===== src/rtl/vram_dma_multich_if.sv =====
// Bus-side bundle of the VRAM DMA: CPU bus handshake, source-RAM read port
// and destination write port. The DMA engine is the master.
interface vram_dma_multich_if #(
   parameter int AW = 14,
   parameter int DW = 16
);
   logic          BUSREQ;
   logic          BUSACK;
   logic          SRC_CS;
   logic [AW-1:0] SRC_ADDR;
   logic [DW-1:0] SRC_DATA;
   logic          WR_EN;
   logic [AW-1:0] WR_ADDR;
   logic [DW-1:0] WR_DATA;
   logic [2:0]    WR_CH;

   modport master (
      output BUSREQ, SRC_CS, SRC_ADDR, WR_EN, WR_ADDR, WR_DATA, WR_CH,
      input  BUSACK, SRC_DATA
   );

   modport slave (
      input  BUSREQ, SRC_CS, SRC_ADDR, WR_EN, WR_ADDR, WR_DATA, WR_CH,
      output BUSACK, SRC_DATA
   );
endinterface


===== src/rtl/vram_dma_multich.sv =====
// Multi-channel word-copy DMA from source RAM to VRAM, one channel at a time,
// fixed-priority arbitration and CPU bus request/grant per transfer.
module vram_dma_multich_trig (
   input  logic CLK96,
   input  logic RESET96,
   input  logic trig,
   input  logic clr,
   output logic pend
);
   logic prev;

   // prev resets high so a TRIG held through reset is not seen as an edge
   always_ff @(posedge CLK96 or posedge RESET96) begin
      if (RESET96) begin
         prev <= 1'b1;
         pend <= 1'b0;
      end else begin
         prev <= trig;
         pend <= (pend | (trig & ~prev)) & ~clr;
      end
   end
endmodule

module vram_dma_multich #(
   parameter int NCH    = 4,
   parameter int AW     = 14,
   parameter int DW     = 16,
   parameter int LW     = 14,
   parameter int RD_LAT = 2
) (
   input  logic                  CLK96,
   input  logic                  RESET96,
   input  logic [NCH-1:0]        TRIG,
   input  logic [NCH*AW-1:0]     CH_SRC,
   input  logic [NCH*AW-1:0]     CH_DST,
   input  logic [NCH*LW-1:0]     CH_LEN,
   vram_dma_multich_if.master    bus,
   output logic                  BUSY,
   output logic [NCH-1:0]        DONE
);
   typedef enum logic [2:0] {
      S_IDLE, S_REQ, S_READ, S_WAIT, S_WRITE, S_REL
   } state_t;

   state_t         state, state_n;
   logic [NCH-1:0] pend, clr;
   logic [2:0]     gnt_ch, ch_q;
   logic           any_pend, ld;
   logic [AW-1:0]  src_q, dst_q;
   logic [LW-1:0]  len_q, idx_q, idx_nx;
   logic [2:0]     wcnt;
   logic [DW-1:0]  data_q;

   for (genvar g = 0; g < NCH; g++) begin : g_ch
      vram_dma_multich_trig u_trig (
         .CLK96   (CLK96),
         .RESET96 (RESET96),
         .trig    (TRIG[g]),
         .clr     (clr[g]),
         .pend    (pend[g])
      );
   end

   // lowest pending index wins; scanning downward leaves the lowest one last
   always_comb begin
      gnt_ch = 3'd0;
      for (int i = NCH - 1; i >= 0; i--)
         if (pend[i]) gnt_ch = 3'(i);
   end

   assign any_pend = |pend;
   assign idx_nx   = idx_q + 1'b1;

   always_ff @(posedge CLK96 or posedge RESET96) begin
      if (RESET96) state <= S_IDLE;
      else         state <= state_n;
   end

   always_comb begin
      state_n = state;
      ld      = 1'b0;
      clr     = '0;
      case (state)
         S_IDLE:
            if (any_pend) begin
               state_n = S_REQ;
               ld      = 1'b1;
               clr     = NCH'(1) << gnt_ch;
            end
         S_REQ:
            if (bus.BUSACK) state_n = (len_q == '0) ? S_REL : S_READ;
         S_READ:  state_n = S_WAIT;
         S_WAIT:
            if (wcnt == 3'(RD_LAT)) state_n = S_WRITE;
         S_WRITE:
            // a lost grant parks in REQ with idx kept, so the copy resumes in place
            if (idx_nx == len_q)  state_n = S_REL;
            else if (bus.BUSACK)  state_n = S_READ;
            else                  state_n = S_REQ;
         S_REL:   state_n = S_IDLE;
         default: state_n = S_IDLE;
      endcase
   end

   always_ff @(posedge CLK96 or posedge RESET96) begin
      if (RESET96) begin
         ch_q   <= 3'd0;
         src_q  <= '0;
         dst_q  <= '0;
         len_q  <= '0;
         idx_q  <= '0;
         wcnt   <= 3'd0;
         data_q <= '0;
      end else begin
         if (ld) begin
            ch_q  <= gnt_ch;
            src_q <= CH_SRC[gnt_ch*AW +: AW];
            dst_q <= CH_DST[gnt_ch*AW +: AW];
            len_q <= CH_LEN[gnt_ch*LW +: LW];
            idx_q <= '0;
         end
         // wcnt counts cycles since READ; data is valid on the RD_LAT-th
         if (state == S_READ) begin
            wcnt <= 3'd1;
         end else if (state == S_WAIT) begin
            wcnt <= wcnt + 3'd1;
            if (wcnt == 3'(RD_LAT)) data_q <= bus.SRC_DATA;
         end
         if (state == S_WRITE) idx_q <= idx_nx;
      end
   end

   assign bus.BUSREQ   = (state == S_REQ) || (state == S_READ) ||
                         (state == S_WAIT) || (state == S_WRITE);
   assign bus.SRC_CS   = (state == S_READ);
   assign bus.SRC_ADDR = bus.SRC_CS ? src_q + AW'(idx_q) : '0;
   assign bus.WR_EN    = (state == S_WRITE);
   assign bus.WR_ADDR  = bus.WR_EN ? dst_q + AW'(idx_q) : '0;
   assign bus.WR_DATA  = bus.WR_EN ? data_q : '0;
   assign bus.WR_CH    = ch_q;

   assign DONE = (state == S_REL) ? (NCH'(1) << ch_q) : '0;
   assign BUSY = any_pend || (state != S_IDLE);
endmodule


===== src/flat_wrapper.sv =====
// flat-port wrapper written by rule: the top's interface ports become plain ports
module vram_dma_multich_flat 
#(
   parameter int NCH    = 4,
   parameter int AW     = 14,
   parameter int DW     = 16,
   parameter int LW     = 14,
   parameter int RD_LAT = 2
)
  (CLK96, RESET96, TRIG, CH_SRC, CH_DST, CH_LEN, BUSY, DONE, bus_BUSREQ, bus_SRC_CS, bus_SRC_ADDR, bus_WR_EN, bus_WR_ADDR, bus_WR_DATA, bus_WR_CH, bus_BUSACK, bus_SRC_DATA);
  vram_dma_multich_if #(.AW(AW), .DW(DW)) bus_i ();
  input  logic CLK96;
  input  logic RESET96;
  input  logic [NCH-1:0] TRIG;
  input  logic [NCH*AW-1:0] CH_SRC;
  input  logic [NCH*AW-1:0] CH_DST;
  input  logic [NCH*LW-1:0] CH_LEN;
  output logic BUSY;
  output logic [NCH-1:0] DONE;
  output wire logic [$bits(bus_i.BUSREQ)-1:0] bus_BUSREQ;
  output wire logic [$bits(bus_i.SRC_CS)-1:0] bus_SRC_CS;
  output wire logic [$bits(bus_i.SRC_ADDR)-1:0] bus_SRC_ADDR;
  output wire logic [$bits(bus_i.WR_EN)-1:0] bus_WR_EN;
  output wire logic [$bits(bus_i.WR_ADDR)-1:0] bus_WR_ADDR;
  output wire logic [$bits(bus_i.WR_DATA)-1:0] bus_WR_DATA;
  output wire logic [$bits(bus_i.WR_CH)-1:0] bus_WR_CH;
  input wire logic [$bits(bus_i.BUSACK)-1:0] bus_BUSACK;
  input wire logic [$bits(bus_i.SRC_DATA)-1:0] bus_SRC_DATA;
  assign bus_BUSREQ = bus_i.BUSREQ;
  assign bus_SRC_CS = bus_i.SRC_CS;
  assign bus_SRC_ADDR = bus_i.SRC_ADDR;
  assign bus_WR_EN = bus_i.WR_EN;
  assign bus_WR_ADDR = bus_i.WR_ADDR;
  assign bus_WR_DATA = bus_i.WR_DATA;
  assign bus_WR_CH = bus_i.WR_CH;
  assign bus_i.BUSACK = bus_BUSACK;
  assign bus_i.SRC_DATA = bus_SRC_DATA;
  vram_dma_multich #(.NCH(NCH), .AW(AW), .DW(DW), .LW(LW), .RD_LAT(RD_LAT)) u_core (.CLK96(CLK96), .RESET96(RESET96), .TRIG(TRIG), .CH_SRC(CH_SRC), .CH_DST(CH_DST), .CH_LEN(CH_LEN), .bus(bus_i), .BUSY(BUSY), .DONE(DONE));
endmodule

===== config.mk =====
export PLATFORM = sky130hd
export DESIGN_NAME = vram_dma_multich_flat
export DESIGN_NICKNAME = d
export VERILOG_FILES = /design/src/rtl/vram_dma_multich_if.sv /design/src/rtl/vram_dma_multich.sv /design/src/flat_wrapper.sv
export SDC_FILE = /design/constraint.sdc
export NUM_CORES = 1
export LEC_CHECK = 0
export BUFFER_PORTS_ARGS = -buffer_cell sky130_fd_sc_hd__buf_2
export CAP_MARGIN = 30
export CORE_MARGIN = 2
export CORE_UTILIZATION = 54
export DETAILED_ROUTE_END_ITERATION = 8
export HOLD_SLACK_MARGIN = 0.02
export PLACE_DENSITY = 0.87
export SLEW_MARGIN = 5
export SYNTH_ARGS = -nofsm -noshare
export SYNTH_HDL_FRONTEND = slang
export SYNTH_SLANG_ARGS = --single-unit
export TNS_END_PERCENT = 20

===== constraint.sdc =====
create_clock -name CLK96 -period 4.4 [get_ports CLK96]
set_input_delay 0.44 -clock CLK96 [delete_from_list [all_inputs] [get_ports CLK96]]
set_output_delay 0.44 -clock CLK96 [all_outputs]
set_load 0.005 [all_outputs]

Word level (Yosys, flattened, before mapping)
Cells that the tools add are included.
W data, S select, Z words.
Storage, ports and cells
  flip-flop bits (word level): 89
  memory bits (writable): 0
  latch bits: 0
  input port bits: 191
  memories kept: 0
  output and inout port bits: 55
  logic and storage cells: 92
  memory bits (read-only): 0
Cells by class
  equal/unequal tests: 10
  shift-type cells: 5
  $add $sub $neg: 4
  reductions and logical operators: 12
  bitwise operators: 21
  divide/modulo/power cells: 0
  multiply operators: 1
  mux-type cells: 23
  $lt $le $gt $ge: 0
Operators by type and width (number)
  $shiftx A56 B8 Y14: 3
  $mux W14: 4
  $add A14 B14 Y14: 2
  $mux W3: 7
  $mux W16: 1
  $pmux W3 S5: 1
  $add A14 B1 Y14 const B: 1
  $eq A14 B14 Y1: 1
  $logic_not A14 Y1: 1
  $mux W4: 3
  $mux W2: 5
  $eq A3 B2 Y1 const B: 3
  $not A1 Y1: 9
  $and A1 B1 Y1: 8
  $eq A3 B3 Y1 const B: 2
  $reduce_and A3 Y1: 2
  $mul A2 B3 Y5 const B: 1
  $logic_or A1 B1 Y1: 4
  $ne A2 B1 Y1 const B: 2
  $or A1 B1 Y1: 4
  $reduce_bool A2 Y1: 2
  $reduce_or A4 Y1: 1
  $shl A1 B2 Y4 const A: 1
  $shl A1 B3 Y4 const A: 1
  6 further kinds: 7

Longest topological paths before layout
Gate-level depths: netlist of run 1.
  word-level depth: 9
  gate-level depth with buffers: 8
  depth with buffers taken out: 8

Hierarchy
From an unflattened synthesis of run 1, not the netlist that was laid out.
Second synthesis, totals
  cells, all modules: 726
  area, all modules: 6462.4 µm²
Modules (own cells, without submodules)
  vram_dma_multich: cells each 702, instances 1, area an instance 6167.2 µm², sequential area each 2001.9 µm²
  vram_dma_multich_trig: cells each 6, instances 4, area an instance 73.8 µm², sequential area each 51.3 µm²

Worst setup path before layout of run 1
Ideal clock, no wire load.
  kind: reg-to-output
  start point: register u_core.idx_q[1]
  end point: output bus_SRC_ADDR[13]
  required time: 3960 ps
  setup slack: 1677 ps
  cell stages (with the launch flop): 8
  arrival: 2283 ps
  path buffers: 0
  cells stage by stage: dfrtp_1 > ha_1 > a211oi_1 > o21ai_0 > a2111oi_2 > nor4_1 > a211oi_1 > mux2i_1
On the way
  word-level cells in the longest chain between the ends: 2
RTL lines
  from (decl): line vram_dma_multich.sv:50  | logic [LW-1:0] len_q, idx_q, idx_nx;
  from (signal assigned): line vram_dma_multich.sv:129  | if (state == S_WRITE) idx_q <= idx_nx;
  $add A14 B14 Y14: line vram_dma_multich.sv:136  | assign bus.SRC_ADDR = bus.SRC_CS ? src_q + AW'(idx_q) : '0;
  $mux W14: line vram_dma_multich.sv:136
  to (decl): line flat_wrapper.sv:22  | output wire logic [$bits(bus_i.SRC_ADDR)-1:0] bus_SRC_ADDR;
No other way between the ends.

Worst setup path after layout of run 1
Ends and elaborated chain as after synthesis.

==> results of run 1 <==
how the worst min path moves through the flow:
stage                                  startpoint                                    to  slack, ns
floorplan                                 TRIG[0]  u_core.g_ch[0].u_trig.prev$_DFF_PP1_       0.44
global placement    u_core.data_q[13]$_DFFE_PP0P_         u_core.data_q[13]$_DFFE_PP0P_       0.48
detailed placement  u_core.data_q[10]$_DFFE_PP0P_         u_core.data_q[10]$_DFFE_PP0P_       0.49
CTS                                       RESET96         u_core.data_q[10]$_DFFE_PP0P_       0.15
global route                              RESET96         u_core.data_q[10]$_DFFE_PP0P_       0.17
finish                                    RESET96         u_core.data_q[10]$_DFFE_PP0P_       0.13
stage by stage:
step	total power [µW]	cell area, µm²	utilization, %
2_1_floorplan	2907	6381	-
3_3_place_gp	3441	7652	66.73
3_5_place_dp	3540	7700	67.15
4_1_cts	4388	8018	69.92
5_1_grt	4722	8018	69.92
6_report	4398	8018	69.92
kinds of logic (layout without fill, tap and decap cells):
group	after synthesis	in the layout	share of synthesized area, %
buf+inv	65	286	4.490
flops	88	88	34.59
fa+ha+maj	31	31	6.314
simple gates	214	214	16.53
other cells	1	1	0.05877
xor+xnor	40	40	5.490
compound gates	200	200	21.65
mux	62	62	10.88
cell usage after synthesis (3+ instances only):
library cell / instances / area share, %
o22ai_1: 3 / 0.29
nand2b_1: 5 / 0.49
o21a_1: 6 / 0.71
a21oi_1: 66 / 5.2
and2_1: 3 / 0.29
or3_1: 4 / 0.39
buf_2: 4 / 0.31
xor2_1: 17 / 2.3
dfrtp_1: 84 / 33
ha_1: 29 / 5.7
mux2_2: 59 / 10
dfstp_2: 4 / 1.6
nor2b_1: 4 / 0.39
nor2_1: 83 / 4.9
a21o_1: 11 / 1.3
a211oi_1: 11 / 1.3
nor4_1: 8 / 0.78
o31ai_1: 7 / 0.82
a31oi_1: 3 / 0.29
mux2i_1: 3 / 0.47
inv_1: 16 / 0.94
clkbuf_1: 35 / 2.1
nand2_1: 37 / 2.2
o21ai_0: 31 / 2.4
buf_6: 4 / 0.71
nor3_1: 9 / 0.71
nand3_1: 11 / 0.86
xnor2_1: 23 / 3.2
buf_1: 3 / 0.18
o21bai_1: 3 / 0.35
a222oi_1: 42 / 6.6
nand4_1: 8 / 0.78
and3_1: 24 / 2.4
nor3b_1: 4 / 0.47
flip-flops by register name (all words and copies together), names as in the netlist:
signal	count
u_core.bus.WR_CH	2
u_core.data_q	16
u_core.dst_q	14
u_core.g_ch.u_trig.pend	4
u_core.g_ch.u_trig.prev	4
u_core.idx_q	14
u_core.len_q	14
u_core.src_q	14
u_core.state	3
u_core.wcnt	3
final cells by class:
cell class / instances / share of cell area, %
inverters: 17 / 0.8115
repair buffers: 254 / 16.57
clock buffers: 9 / 2.809
flip-flops and latches: 88 / 27.53
well taps: 143 / 2.232
multi-input cells: 548 / 48.89
clock inverters: 6 / 1.155
worst reg2reg max path: cells and delay by family, from the launching register on:
kind / cells / cell delay, ns
muxes: 1 / 0.37
DFF: 1 / 0.45
and+or+nand+nor: 1 / 0.62
AOI/OAI and AO/OA: 3 / 0.64
buffers and inverters: 2 / 0.58
per-layer routing:
layer,wire [µm],track usage (%),part of all wire (%),vias to the layer above
met5,0,0,0,-
met4,593,12.36,3.1,0
met3,1416,4.821,7.4,43
met2,9626,50.86,51,301
met1,7404,37.73,39,3115
li1,-,-,-,3068
power by group through the flow:
| stage | Sequential [µW] | Combinational, µW | Clock, µW |
|---|---|---|---|
| after CTS | 1430 | 2120 | 834 |
| after global placement | 1430 | 2010 | 0 |
| final | 1440 | 2130 | 827 |
| after global routing | 1490 | 2360 | 874 |
| after detailed placement | 1440 | 2100 | 0 |
| after floorplan | 1300 | 1610 | 0 |
layout by cell type, fill, tap and decap left out, drive strengths merged, types with 5 or more instances in the layout:
cell / synthesis / layout
a211oi: 11 / 11
a21o: 11 / 11
a21oi: 66 / 66
a222oi: 42 / 42
and3: 25 / 25
buf: 13 / 254
clkbuf: 35 / 9
dfrtp: 84 / 84
ha: 29 / 29
inv: 16 / 16
mux2: 59 / 59
nand2: 37 / 37
nand2b: 5 / 5
nand3: 11 / 11
nand4: 8 / 8
nor2: 83 / 83
nor3: 10 / 10
nor4: 9 / 9
o21a: 6 / 6
o21ai: 32 / 32
o31ai: 7 / 7
xnor2: 23 / 23
xor2: 17 / 17
==> qor.yml, run 1 <==
global_route:
  grt_max_degree: 87
  grt_pass1_wl_mm: 30.76
  antenna_found_initial: 0
  grt_pass1_vias: 6426
  grt_usage_pct: 29.78
  grt-ovfl-total: 0
sta:
  hold_violations: 0
  slew_headroom_pct: 43.41
  timing.setup.tns_ns: 0
  layout_setup_ws_ns: 0.8596
  max_freq_mhz: 282.5
  drv_slew: 0
  worst_hold_slack_ns: 0.1307
  fin_crit_ns: 3.540
  rsz0062_at_grt: "no"
  finalCritPeriodShare_pct: 80.46
  fin_worst_skew_ns: 0.006000
  worst_pin_slew_ns: 0.8489
  setup_viol: 0
setup_path:
  cp_slowest_cell: "dfrtp_1"
  path_depth: 8
  setup.worst_path.start: "u_core.idx_q[1]$_DFFE_PP0P_"
  reg2reg_depth: 7
  r2r-end: "u_core.src_q[1]$_DFFE_PP0P_"
  critPathTopFamily: "compound AO/OA/AOI/OAI gates"
  required_ns: 3.96
  path_cells: "ha_1 -> a211oi_1 -> o21ai_0 -> a2111oi_2 -> nor4_1 -> a211oi_1 -> mux2i_1 -> buf_2"
  critPathBufInv: 1
  crit_end: "bus_SRC_ADDR[13]"
  r2r_slack_ns: 1.57
  cp_max_fo: 10
  reg2reg_from: "u_core.g_ch[2].u_trig.pend$_DFF_PP0_"
  slowest_delay_ns: 0.60
  endpoint_kind: "output pin"
  cpMostUsedCell: "a211oi_1"
  worst_ep_arrival_time_ns: 3.10
  critPathLaunchType: "flop"
  crit_type: "reg2out"
synth:
  syn-mean-instance-area_um2: 9.103
  syn_nets: 923
  synth_async_sr_flop_share_pct: 100.0
  postSynthCellCount: 701
  synthesis.area_um2: 6381
  synth_seq_area_share_pct: 34.59
  yosysWarnings: 0
  ys.flop_type: "dfrtp_1"
  synth-edff-count: 0
  ys_seq_elements: 88
  yosysUniqueCellTypes: 64
clocking:
  cts_buffer_depth: 2
  insertion_delay_ns: 0.34
  cts_resized: 0
  cts_buffers: 9
  cts_tree: "yes"
  clkSinkCount: 88
  postCtsSetupRepairBufs: 0
  htree_levels: 3
  cts_hold_buffers: 0
  clk_pin_slew_worst_paths_ns: 0.07
  root_buffer: "clkbuf_16"
floorplanning:
  initial_utilization_pct: 55.65
  die_h_um: 112.7
  pin_count: 246
  die_area_um2: 12700
  num_rows: 39
  core_um2: 11470
  die-width_um: 112.7
power:
  p_switching_uw: 1768
  vdd.ir_drop.worst_uv: 312.8
  p_int_uw: 2629
  power_frac_comb_pct: 48.4
  total_leakage_power_uw: 0.003846
  clkPwrFrac_pct: 18.8
  power_switching_share_pct: 40.21
  power_density_nw_per_um2: 548.5
  seq_power_share_pct: 32.8
placed_design:
  port_buffers: 244
  dp_slack_ns: 1.286
  dp_hpwl_mm: 13.88
  place_congestion: 0.9298
  place_inst: 1050
detailed_routing:
  wire_per_inst_um: 17.88
  num_vias: 6527
  dr.pass1.iters: 8
  ant_nets: 0
  drtIter0Drc: 727
  routed_via_density: 6.129
  routed_wl_mm: 19.04
  drc: 0
final_layout:
  n_antenna_cell: 0
  multi_input_area_um2: 3920
  drive_gt1_share_pct: 37.96
  synthToLayoutAreaGrowth_pct: 25.65
  final.fill_count: 881
  final_cells: 1065
  fin_nets: 1140
  seqCellArea_um2: 2207
flow_run:
  cap_violations: 0
run_status:
  status: "completed"
min_path:
  min_path_type: "in2async"
No activity file was read; power rests on OpenSTA's default activity.
==> run 2, diff against run 1 <==
--- a/config.mk
+++ b/config.mk
@@ -8,10 +8,10 @@
 export BUFFER_PORTS_ARGS = -buffer_cell sky130_fd_sc_hd__buf_2
 export CAP_MARGIN = 30
 export CORE_MARGIN = 2
-export CORE_UTILIZATION = 54
+export CORE_UTILIZATION = 50
 export DETAILED_ROUTE_END_ITERATION = 8
 export HOLD_SLACK_MARGIN = 0.02
-export PLACE_DENSITY = 0.87
+export PLACE_DENSITY = 0.81
 export SLEW_MARGIN = 5
 export SYNTH_ARGS = -nofsm -noshare
 export SYNTH_HDL_FRONTEND = slang
==> constraint.sdc (replaced) <==
create_clock -name CLK96 -period 3.6 [get_ports CLK96]
set_input_delay 0.36 -clock CLK96 [delete_from_list [all_inputs] [get_ports CLK96]]
set_output_delay 0.36 -clock CLK96 [all_outputs]
set_load 0.005 [all_outputs]
==> qor.yml, run 2 (synthesis gave the netlist of run 1 again) <==
global_route:
  grt_max_degree: 55  # -37%
  antenna_found_initial: 0  # unchanged
  grt_usage_pct: 26.23  # -3.6 points
  grt-ovfl-total: 0  # unchanged
  grt_pass1_wl_mm: 28.08  # -8.7%
  busiest_layer: "met2"
  grt_pass1_vias: 5889  # -8.4%
  met1_usage_pct: 34.85  # -2.9 points
  use_met2_pct: 44.66  # -6.2 points
  grt_util_met3_pct: 3.450  # -1.4 points
clocking:
  htree_levels: 3  # unchanged
  cts_buffer_depth: 2  # unchanged
  insertion_delay_ns: 0.35  # about the same
  cts_hold_buffers: 0  # unchanged
  cts_resized: 0  # unchanged
  clk_pin_slew_worst_paths_ns: 0.06  # about the same
  clkSinkCount: 88  # unchanged
  cts_buffers: 9  # unchanged
  cts_tree: "yes"
  postCtsSetupRepairBufs: 0  # unchanged
  root_buffer: "clkbuf_16"
final_layout:
  n_antenna_cell: 0  # unchanged
  final.fill_count: 1089  # +24%
  multi_input_area_um2: 3920  # unchanged
  final_common_cell: "buf_2"
  largest_register: "u_core.data_q"
  drive_gt1_share_pct: 38.43  # +0.47 points
  synthToLayoutAreaGrowth_pct: 26.53
  utilization_pct: 64.50  # -5.4 points
  layout_common_cells: "244 x buf_2, 84 x dfrtp_1, 81 x nor2_1"
  fin_nets: 1146  # +0.53%
  largest_reg_flops: 16  # unchanged
  seqCellArea_um2: 2207  # unchanged
setup_path:
  crit_type: "reg2out"
  critPathLaunchType: "flop"
  r2r_slack_ns: 0.88  # -0.69 ns
  path_cells: "ha_1 -> o21ai_0 -> nor2_1 -> o221a_2 -> o41ai_1 -> o31a_1 -> mux2i_1 -> buf_2"
  cp_slowest_cell: "dfrtp_1"
  cp_max_fo: 12  # +2
  reg2reg_from: "u_core.state[1]$_DFFE_PP0P_"
  endpoint_kind: "output pin"
  required_ns: 3.24  # -0.72 ns
  reg2reg_depth: 8  # +1
  slowest_delay_ns: 0.52  # -0.08 ns
  r2r-end: "u_core.idx_q[9]$_DFFE_PP0P_"
  worst_ep_arrival_time_ns: 3.07  # -0.03 ns
floorplanning:
  initial_utilization_pct: 50.98  # -4.7 points
  num_rows: 41  # +5.1%
  core_um2: 12520  # +9.2%
  die-width_um: 117.0  # +3.8%
  die_area_um2: 13680  # +7.7%
  die_h_um: 117.0  # +3.8%
  pin_count: 246  # unchanged
detailed_routing:
  drtIter0Drc: 519  # -29%
  ant_nets: 0  # unchanged
  routed_via_density: 5.807  # -5.3%
  dr.pass1.iters: 5  # -3
  wire_per_inst_um: 16.86  # -5.7%
  num_vias: 6393  # -2.1%
  routed_wl_mm: 18.56  # -2.5%
  drc: 0  # unchanged
min_path:
  holdPathEnd: "u_core.g_ch[0].u_trig.prev$_DFF_PP1_"
  worstHoldStart: "TRIG[0]"
  min_path_type: "in2reg"
  min_path_cells: 1
run_status:
  status: "completed"
sta:
  slew_headroom_pct: 41.44  # -2.0 points
  worst_pin_slew_ns: 0.8784  # +0.02947 ns
  fin_crit_ns: 3.425
  layout_setup_ws_ns: 0.1746  # -0.6849 ns
  max_freq_mhz: 291.9
  timing.setup.tns_ns: 0  # unchanged
  drv_slew: 0  # unchanged
  hold_violations: 0  # unchanged
  setup_viol: 0  # unchanged
  rsz0062_at_grt: "no"
  fin_worst_skew_ns: 0.007344  # +0.001344 ns
  finalCritPeriodShare_pct: 95.15
flow_run:
  cap_violations: 0  # unchanged
placed_design:
  dp_hpwl_mm: 14.05  # +1.2%
  dp_slack_ns: 0.5689  # -0.7169 ns
  port_buffers: 244  # unchanged
  place_congestion: 0.9724  # +4.6%
power:
  total_leakage_power_uw: 0.003872  # +0.69%
  vdd.ir_drop.worst_uv: 316.4  # +1.1%
  power_density_nw_per_um2: 658.6  # +20%
-- run 2: cell types whose count changed in the layout (fill, tap and decap cells not counted), sizes merged --
cell / change
bufinv: -2
clkbuf: +3
clkinvlp: -1
clkinv: +1
buf: +6
-- run 2: cell type report --
cell class	instances	share of cell area, %
multi-input combinational	548	48.55
sequential	88	27.34
timing repair buffer	260	17.02
clock buffer	12	3.301
tap	172	2.665
inverter	17	0.8058
clock inverter	4	0.3254
-- run 2: critical path: cells and delay by family (launching register included) --
family          cells  cell delay, ns
mux                 1            0.23
compound gates      4            1.27
fa+ha+maj           1            0.42
flops               1            0.52
simple gates        1            0.12
buf+inv             1            0.15
-- run 2: worst max path at each step --
stage / start / end / cells after the start
floorplan: u_core.idx_q[1]$_DFFE_PP0P_ / bus_SRC_ADDR[13] / 7
global placement: u_core.idx_q[1]$_DFFE_PP0P_ / bus_SRC_ADDR[13] / 9
detailed placement: u_core.idx_q[2]$_DFFE_PP0P_ / bus_WR_ADDR[13] / 8
CTS: u_core.idx_q[2]$_DFFE_PP0P_ / bus_WR_ADDR[13] / 8
global route: u_core.idx_q[2]$_DFFE_PP0P_ / bus_WR_ADDR[13] / 8
finish: u_core.idx_q[2]$_DFFE_PP0P_ / bus_WR_ADDR[13] / 8
-- run 2: report_power, final --
group	total, µW	switching, µW	internal, µW
registers	1720	343	1380
logic	2690	1410	1280
clock network	911	387	524
-- run 2: layer usage --
metal / share of wire [%] / vias up
li1: - / 3090
met5: 0 / -
met3: 6.8 / 15
met4: 1.4 / 0
met2: 49 / 246
met1: 42 / 3042
-- run 2: stage by stage --
stage	hold slack [ns]	power, µW	cell area (µm²)	instances
2_1_floorplan	0.3645	3553	6381	701
3_5_place_dp	0.4780	4390	7781	1085
6_report	0.1203	5317	8074	1101
4_1_cts	0.1124	5326	8074	1101
5_1_grt	0.1173	5676	8074	1101
3_3_place_gp	0.4771	4313	7754	1084
